### src/rtl/gray_pkg.sv
// Shared types and Gray-code helpers for the pointer-crossing receiver.
// Helpers work on a wide zero-extended word; callers size-cast back to N bits.
package gray_pkg;

  localparam int GW = 32;

  typedef logic [GW-1:0] gword_t;

  typedef enum logic [1:0] {
    FILL,
    FIRST,
    RUN
  } state_e;

  // Zero-extension is harmless: leading zeros leave every lower bit unchanged.
  function automatic gword_t gray2bin(input gword_t g);
    gword_t b;
    b[GW-1] = g[GW-1];
    for (int i = GW - 2; i >= 0; i--) begin
      b[i] = b[i+1] ^ g[i];
    end
    return b;
  endfunction

  function automatic gword_t bin2gray(input gword_t b);
    return b ^ (b >> 1);
  endfunction

  // More than one bit set iff clearing the lowest set bit leaves something.
  function automatic logic popcount_gt1(input gword_t x);
    return (x & (x - gword_t'(1))) != '0;
  endfunction

endpackage

### src/rtl/gray_sync_chain.sv
// Multi-flop synchroniser for a Gray-coded bus; q is the last stage.
// Ports: clk, rst (async high), d (foreign-domain input), q (synchronised).
module gray_sync_chain #(
  parameter int N           = 4,
  parameter int SYNC_STAGES = 2
) (
  input  logic         clk,
  input  logic         rst,
  input  logic [N-1:0] d,
  output logic [N-1:0] q
);

  logic [N-1:0] s_q [SYNC_STAGES];
  logic [N-1:0] s_d [SYNC_STAGES];

  always_comb begin
    s_d[0] = d;
    for (int k = 1; k < SYNC_STAGES; k++) begin
      s_d[k] = s_q[k-1];
    end
  end

  always_ff @(posedge clk or posedge rst) begin
    if (rst) begin
      for (int k = 0; k < SYNC_STAGES; k++) begin
        s_q[k] <= '0;
      end
    end else begin
      for (int k = 0; k < SYNC_STAGES; k++) begin
        s_q[k] <= s_d[k];
      end
    end
  end

  assign q = s_q[SYNC_STAGES-1];

endmodule

### src/rtl/gray_ptr_receiver.sv
// Receives a Gray pointer from another domain, decodes it, reports delta/errors.
// Ports: clk, rst, gray_in, clr_err -> bin_out, bin_valid, delta, err, err_count.
module gray_ptr_receiver
  import gray_pkg::*;
#(
  parameter int N           = 4,
  parameter int SYNC_STAGES = 2,
  parameter int ERR_CNT_W   = 8
) (
  input  logic                 clk,
  input  logic                 rst,
  input  logic [N-1:0]         gray_in,
  input  logic                 clr_err,
  output logic [N-1:0]         bin_out,
  output logic                 bin_valid,
  output logic [N-1:0]         delta,
  output logic                 err,
  output logic [ERR_CNT_W-1:0] err_count
);

  localparam int CW = $clog2(SYNC_STAGES + 1);

  logic [N-1:0] gs;

  gray_sync_chain #(
    .N          (N),
    .SYNC_STAGES(SYNC_STAGES)
  ) u_sync (
    .clk(clk),
    .rst(rst),
    .d  (gray_in),
    .q  (gs)
  );

  state_e               state_q, state_d;
  logic [CW-1:0]        cnt_q, cnt_d;
  logic [N-1:0]         prev_gs_q, prev_gs_d;
  logic [N-1:0]         bin_out_q, bin_out_d;
  logic [N-1:0]         delta_q, delta_d;
  logic                 valid_q, valid_d;
  logic                 err_q, err_d;
  logic [ERR_CNT_W-1:0] err_cnt_q, err_cnt_d;

  logic [N-1:0] dec;
  logic         err_evt;

  assign dec = N'(gray2bin(gword_t'(gs)));

  always_comb begin
    state_d   = state_q;
    cnt_d     = cnt_q;
    prev_gs_d = prev_gs_q;
    bin_out_d = bin_out_q;
    delta_d   = delta_q;
    valid_d   = valid_q;
    err_evt   = 1'b0;

    unique case (state_q)
      FILL: begin
        cnt_d = cnt_q + CW'(1);
        if (cnt_q == CW'(SYNC_STAGES - 1)) begin
          state_d = FIRST;
        end
      end
      FIRST: begin
        bin_out_d = dec;
        delta_d   = '0;
        valid_d   = 1'b1;
        prev_gs_d = gs;
        state_d   = RUN;
      end
      RUN: begin
        bin_out_d = dec;
        delta_d   = dec - bin_out_q;
        prev_gs_d = gs;
        err_evt   = popcount_gt1(gword_t'(gs ^ prev_gs_q));
      end
      default: state_d = FILL;
    endcase
  end

  // An error on the clearing edge restarts the count at one.
  always_comb begin
    err_d     = err_q;
    err_cnt_d = err_cnt_q;
    if (err_evt) begin
      err_d = 1'b1;
      if (clr_err) begin
        err_cnt_d = ERR_CNT_W'(1);
      end else if (err_cnt_q != '1) begin
        err_cnt_d = err_cnt_q + ERR_CNT_W'(1);
      end
    end else if (clr_err) begin
      err_d     = 1'b0;
      err_cnt_d = '0;
    end
  end

  always_ff @(posedge clk or posedge rst) begin
    if (rst) begin
      state_q   <= FILL;
      cnt_q     <= '0;
      prev_gs_q <= '0;
      bin_out_q <= '0;
      delta_q   <= '0;
      valid_q   <= 1'b0;
      err_q     <= 1'b0;
      err_cnt_q <= '0;
    end else begin
      state_q   <= state_d;
      cnt_q     <= cnt_d;
      prev_gs_q <= prev_gs_d;
      bin_out_q <= bin_out_d;
      delta_q   <= delta_d;
      valid_q   <= valid_d;
      err_q     <= err_d;
      err_cnt_q <= err_cnt_d;
    end
  end

  assign bin_out   = bin_out_q;
  assign bin_valid = valid_q;
  assign delta     = delta_q;
  assign err       = err_q;
  assign err_count = err_cnt_q;

endmodule
### config.mk
export PLATFORM = sky130hd
export DESIGN_NAME = gray_ptr_receiver
export DESIGN_NICKNAME = d
export VERILOG_FILES = /design/src/rtl/gray_pkg.sv /design/src/rtl/gray_sync_chain.sv /design/src/rtl/gray_ptr_receiver.sv
export SDC_FILE = /design/constraint.sdc
export NUM_CORES = 1
export LEC_CHECK = 0
export CAP_MARGIN = 20
export CORE_AREA = 2 2 58 60
export DETAILED_ROUTE_END_ITERATION = 8
export DIE_AREA = 0 0 60 62
export GPL_ROUTABILITY_DRIVEN = 0
export PLACE_DENSITY = 0.78
export SLEW_MARGIN = 20
export SYNTH_ARGS = -nofsm -noshare
export SYNTH_HDL_FRONTEND = slang
export SYNTH_HIERARCHICAL = 1
export SYNTH_SLANG_ARGS = --single-unit
### constraint.sdc
create_clock -name clk -period 2.3 [get_ports clk]
set_input_delay 0.46 -clock clk [delete_from_list [all_inputs] [get_ports clk]]
set_output_delay 0.46 -clock clk [all_outputs]
set_load 0.02 [all_outputs]
Word level (Yosys, flattened, before mapping)
Cells that the tools add are included.

word-level totals
  register bits = 34
  latch bits = 0
  memories = 0
  logic and storage cells = 43
  input port bits = 7
  memory bits (writable) = 0
  ROM bits = 0
  output and inout port bits = 18

operators by class
  add/subtract/negate cells = 4
  multiplexer cells = 10
  bitwise logic cells = 6
  divide/modulo/power cells = 0
  shift operators = 0
  equal/unequal tests = 5
  reductions and logical operators = 8
  $lt $le $gt $ge = 0
  multipliers = 0

operator list
  kind                   count
  $and A4 B32 Y32        1
  $mux W8                4
  $reduce_bool A32 Y1    1
  $add A8 B1 Y8 const B  1
  $ne A8 B8 Y1 const B   1
  $pmux W4 S2            1
  $pmux W2 S3            1
  $reduce_bool A2 Y1     3
  $sub A4 B1 Y5 const B  1
  $eq A2 B1 Y1 const B   2
  $reduce_and A2 Y1      2
  $sub A4 B4 Y4          1
  $xor A4 B4 Y4          1
  $mux W1                3
  $xor A1 B1 Y1          3
  $add A2 B1 Y2 const B  1
  $eq A2 B2 Y1 const B   1
  $logic_not A2 Y1       1
  $mux W2                1
  $ne A2 B2 Y1 const B   1
  $reduce_or A2 Y1       1
  $not A1 Y1             1

Longest topological paths before layout
Gate-level depths: netlist of the first run.

  word-level depth = 7
  depth in mapped cells = 9
  depth with buffers taken out = 9

Modules after synthesis
The synthesis of the first run kept the hierarchy.

by module, submodules not included
  module             sequential area each (um2)  instances  area an instance (um2)  cells each
  gray_ptr_receiver  625.6                       1          1,358.8                 132
  gray_sync_chain    200.2                       1          203.9                   9

Worst setup path before layout of the first run
No wires, ideal clock.

  path type = flip-flop to flip-flop
  start point = reg u_sync.s_q, in the netlist u_sync/q[2]
  end point = reg delta_q[3] (netlist: delta[3])
  stages on the path, launching flop included = 10
  required time = 2,166 ps
  path slack = 360 ps
  data arrival time = 1,805 ps
  path buffers = 0
  period minus slack after synthesis = 1,940 ps
  setup time = 134 ps
  path through = dfrtp_1 -> xnor2_1 -> xnor2_1 -> xnor2_1 -> ha_1 -> inv_1 -> a21o_1 -> a21oi_1 -> xnor2_1 -> o22ai_1

between the ends
  longest elaborated chain between the ends = 5

ends and longest elaborated chain
  item                              RTL line                  RTL
  start: declaration                gray_sync_chain.sv:13     logic [N-1:0] s_q [SYNC_STAGES];
  start signal: indexed assignment  gray_sync_chain.sv:30     s_q[k] <= s_d[k];
  $xor A1 B1 Y1 * (2 in series)     gray_pkg.sv:20            b[i] = b[i+1] ^ g[i];
  net dec[1]                        gray_ptr_receiver.sv:44   logic [N-1:0] dec;
  $xor A1 B1 Y1                     gray_pkg.sv:20
  $sub A4 B4 Y4 *                   gray_ptr_receiver.sv:74   delta_d = dec - bin_out_q;
  $pmux W4 S2 *                     gray_ptr_receiver.sv:58   unique case (state_q)
  end signal: assignment            gray_ptr_receiver.sv:114  delta_q <= delta_d;
  end: declaration                  gray_ptr_receiver.sv:39   logic [N-1:0] delta_q, delta_d;

The timed path passes the listed nets; every way through them passes the cells marked *.
A chain may end at the register's enable or synchronous reset.

Worst setup path after layout of the first run
Same ends and word-level chain as after synthesis.

==> run_results.csv, run 1 <==
group,metric,value,unit
status,status,"finished clean",
power,total_leakage_power,0.878,nW
floorplanning,placeableCoreArea,3180,sq um
job,maxCapViolCount,0,
hold_path,hold_depth,0,
synthesis,syn_nets,159,
synthesis,synth_area_leaders,"dfrtp_1 53%, ha_1 8.0%, inv_1 4.3%",
power,max-vdd-ir-drop,0.329,mV
synthesis,yosys.area.top_type_share,52.8,%
routing,wirelength,2.74,mm
finish,drive_gt1_share,11.9,%
global_routing,grt_max_degree,26,
timing,timing.hold.ws,364,ps
timing,fin_crit_sh,90.4,%
worst_setup_path,crit_path_end_kind,"register",
worst_setup_path,critical_path_class,"register to register",
global_routing,grt_pass1_wl,4.46,mm
hold_path,hold_end,"u_sync/q[1]",
cts,clockRootBuffer,"clkbuf_4",
placement,port_buffers,24,
finish,nets,185,
power,clock_power_share,21.8,%
finish,diodes,0,
power,p_sw_share,31.9,%
timing,drv_slew,0,
hold_path,holdCritStartpoint,"u_sync/s_d[1]",
worst_setup_path,rr_endpoint,"delta[3]",
cts,cts_hold_buf,0,
routing,drt_iter0_markers,51,
timing,finalCriticalPeriod,2080,ps
power,powerDensity,727,nW/um^2
power,p_comb_share,27.6,%
synthesis,synth_cell_types,34,
global_routing,grt_overflow,0,
cts,clk_pin_slew_worst_paths,90,ps
worst_setup_path,r2r_slack,220,ps
routing,ant_nets,0,
floorplanning,initial_utilization,49.2,%
routing,drt_pass1_iterations,4,
floorplanning,die_x,60,um
timing,relSlewSlack,69.1,%
global_routing,antenna_found_initial,0,
routing,routedWlPerCell,12.8,um
floorplanning,pin_count,25,
synthesis,ys_warn_count,6,
floorplanning,die_area,3720,sq um
synthesis,synth_top_area_cell,"dfrtp_1",
synthesis,syn_area,1560,sq um
timing,tns,0,ps
timing,grt_setup_unrepaired,"no",
global_routing,grt_usage,16.7,%
cts,max-clock-path-buffers,2,
synthesis,ys_seq_area_share,52.8,%
worst_setup_path,rr_worst_depth,9,
power,p_seq_share,50.7,%
routing,num_vias,1079,
routing,avgViaCountPerCell,5.04,
synthesis,synth_seq_cells,33,
global_routing,first_global_vias,1068,
worst_setup_path,required,2500,ps
cts,cts_max_level,2,
synthesis,syn_inst,141,
timing,tightestPinTransition,464,ps
power,power.internal,0.942,mW
timing,max_freq,0.481,GHz
cts,clock_sinks,33,
hold_path,min_path_type,"register to register",
finish,area_growth,21.6,%
finish,final_area,1900,sq um
floorplanning,die_h,62,um
worst_setup_path,cp_max_fo,4,
placement,dpl_cell_area,1830,sq um
timing,finalHoldViolations,0,
synthesis,synth_ff_type,"dfrtp_1",
timing,setup_viol,0,
floorplanning,num_rows,21,
synthesis,synthArstFlopShare,100,%
routing,drc,0,
synthesis,synth_area_per_cell,11.1,sq um
cts,insertion_delay,330,ps
power,p_switching,0.441,mW
cts,cts_tree,"done",
timing,skew,8.37,ps
synthesis,synth_edf_count,0,
cts,numCtsBuffers,5,
placement,dp_hpwl,1.99,mm
worst_setup_path,worstPathArrival,2280,ps
worst_setup_path,r2r_start,"u_sync/q[2]",
worst_setup_path,start_kind,"register",
layout make-up:
| class | count | area [sq um] |
|---|---|---|
| clock buffers | 6 | 41.3 |
| clock inverters | 2 | 10.0 |
| fillers | 276 | 1280 |
| inverters | 18 | 67.6 |
| multi-input cells | 84 | 651 |
| flip-flops and latches | 33 | 826 |
| well taps | 46 | 57.6 |
| repair buffers | 25 | 248 |
synth_stat cells (3+ instances only):
cell type,instances
dfrtp_1,33
inv_1,18
ha_1,10
a21oi_1,9
o21ai_0,7
mux2_2,6
nand2_1,6
xor2_1,6
nor2_1,5
clkbuf_1,4
o22ai_1,4
xnor2_1,4
nand4_1,3
sequential cells by signal, summed over array words and instances (netlist names):
signal,count
bin_valid,1
err_count,8
prev_gs_q,4
cnt_q,2
u_sync/q,4
u_sync/s_d,4
delta,4
bin_out,3
state_q,2
err,1
kinds of logic (layout without fill, tap and decap cells):
logic type | count (synthesis) | in the layout | synth area share (%)
compound gates | 27 | 27 | 10.5
fa+ha+maj | 12 | 12 | 9.93
xor+xnor | 10 | 10 | 5.60
mux | 7 | 7 | 4.96
simple gates | 28 | 28 | 9.69
flops | 33 | 33 | 52.8
buf+inv | 24 | 51 | 6.48
layout by cell type, fill, tap and decap left out, types with 3 or more instances in the layout:
master / instances
dfrtp_1: 33
clkdlybuf4s50_1: 24
inv_1: 18
ha_1: 10
a21oi_1: 9
o21ai_0: 7
nand2_1: 6
mux2_2: 6
xor2_1: 6
nor2_1: 5
clkbuf_4: 5
o22ai_1: 4
nand4_1: 3
critical path: stages, from the launching register on:
cell     delay [ps]
dfrtp_1         440
xnor2_2         250
xnor2_2         180
xnor2_1         200
ha_1            250
inv_1            50
a21o_1          180
a21oi_1         170
xnor2_1         130
o22ai_1          90
power groups by stage:
stage	registers, mW	clock network (mW)	logic (mW)
floorplan	0.766	0	0.161
global placement	0.702	0	0.366
global route	0.710	0.341	0.414
detailed placement	0.709	0	0.379
finish	0.701	0.301	0.381
CTS	0.698	0.312	0.381
layer usage:
layer  vias up  routed length, um  global-route usage [%]
li1        528                  -                       -
met1       520               1180                    19.9
met2        27               1410                    25.6
met3         4                122                    7.45
met4         0                 29                    8.57
met5         -                  0                       0
timing repair:
item                       4_1_cts  5_1_grt
buffers inserted                 0        0
setup endpoints to repair        0        2
resized for setup                0        2
metrics by stage:
step / setup WS, ps / utilization [%] / power (mW) / cells
6_report: 220 / 59.8 / 1.38 / 214
5_1_grt: 85.1 / 59.8 / 1.46 / 214
4_1_cts: 129 / 59.3 / 1.39 / 214
3_5_place_dp: 164 / 57.7 / 1.09 / 206
3_3_place_gp: 276 / 57.7 / 1.07 / 206
2_1_floorplan: 360 / - / 0.927 / 141
worst max-delay path by stage:
stage / depth (start not counted) / startpoint / to
2_1_floorplan: 9 / u_sync/q[2] / delta[3]
3_3_place_gp: 9 / u_sync/q[2] / delta[3]
3_5_place_dp: 9 / u_sync/q[3] / delta[3]
4_1_cts: 9 / u_sync/q[3] / delta[3]
5_1_grt: 9 / u_sync/q[2] / delta[3]
6_report: 9 / u_sync/q[2] / delta[3]
No activity file was read; power rests on OpenSTA's default activity.
==> run 2: changes to the inputs <==
- CAP_MARGIN: 20 -> not set
==> results of run 2 <==
No change in the layout: final DEF, timing and power equal those of run 1.
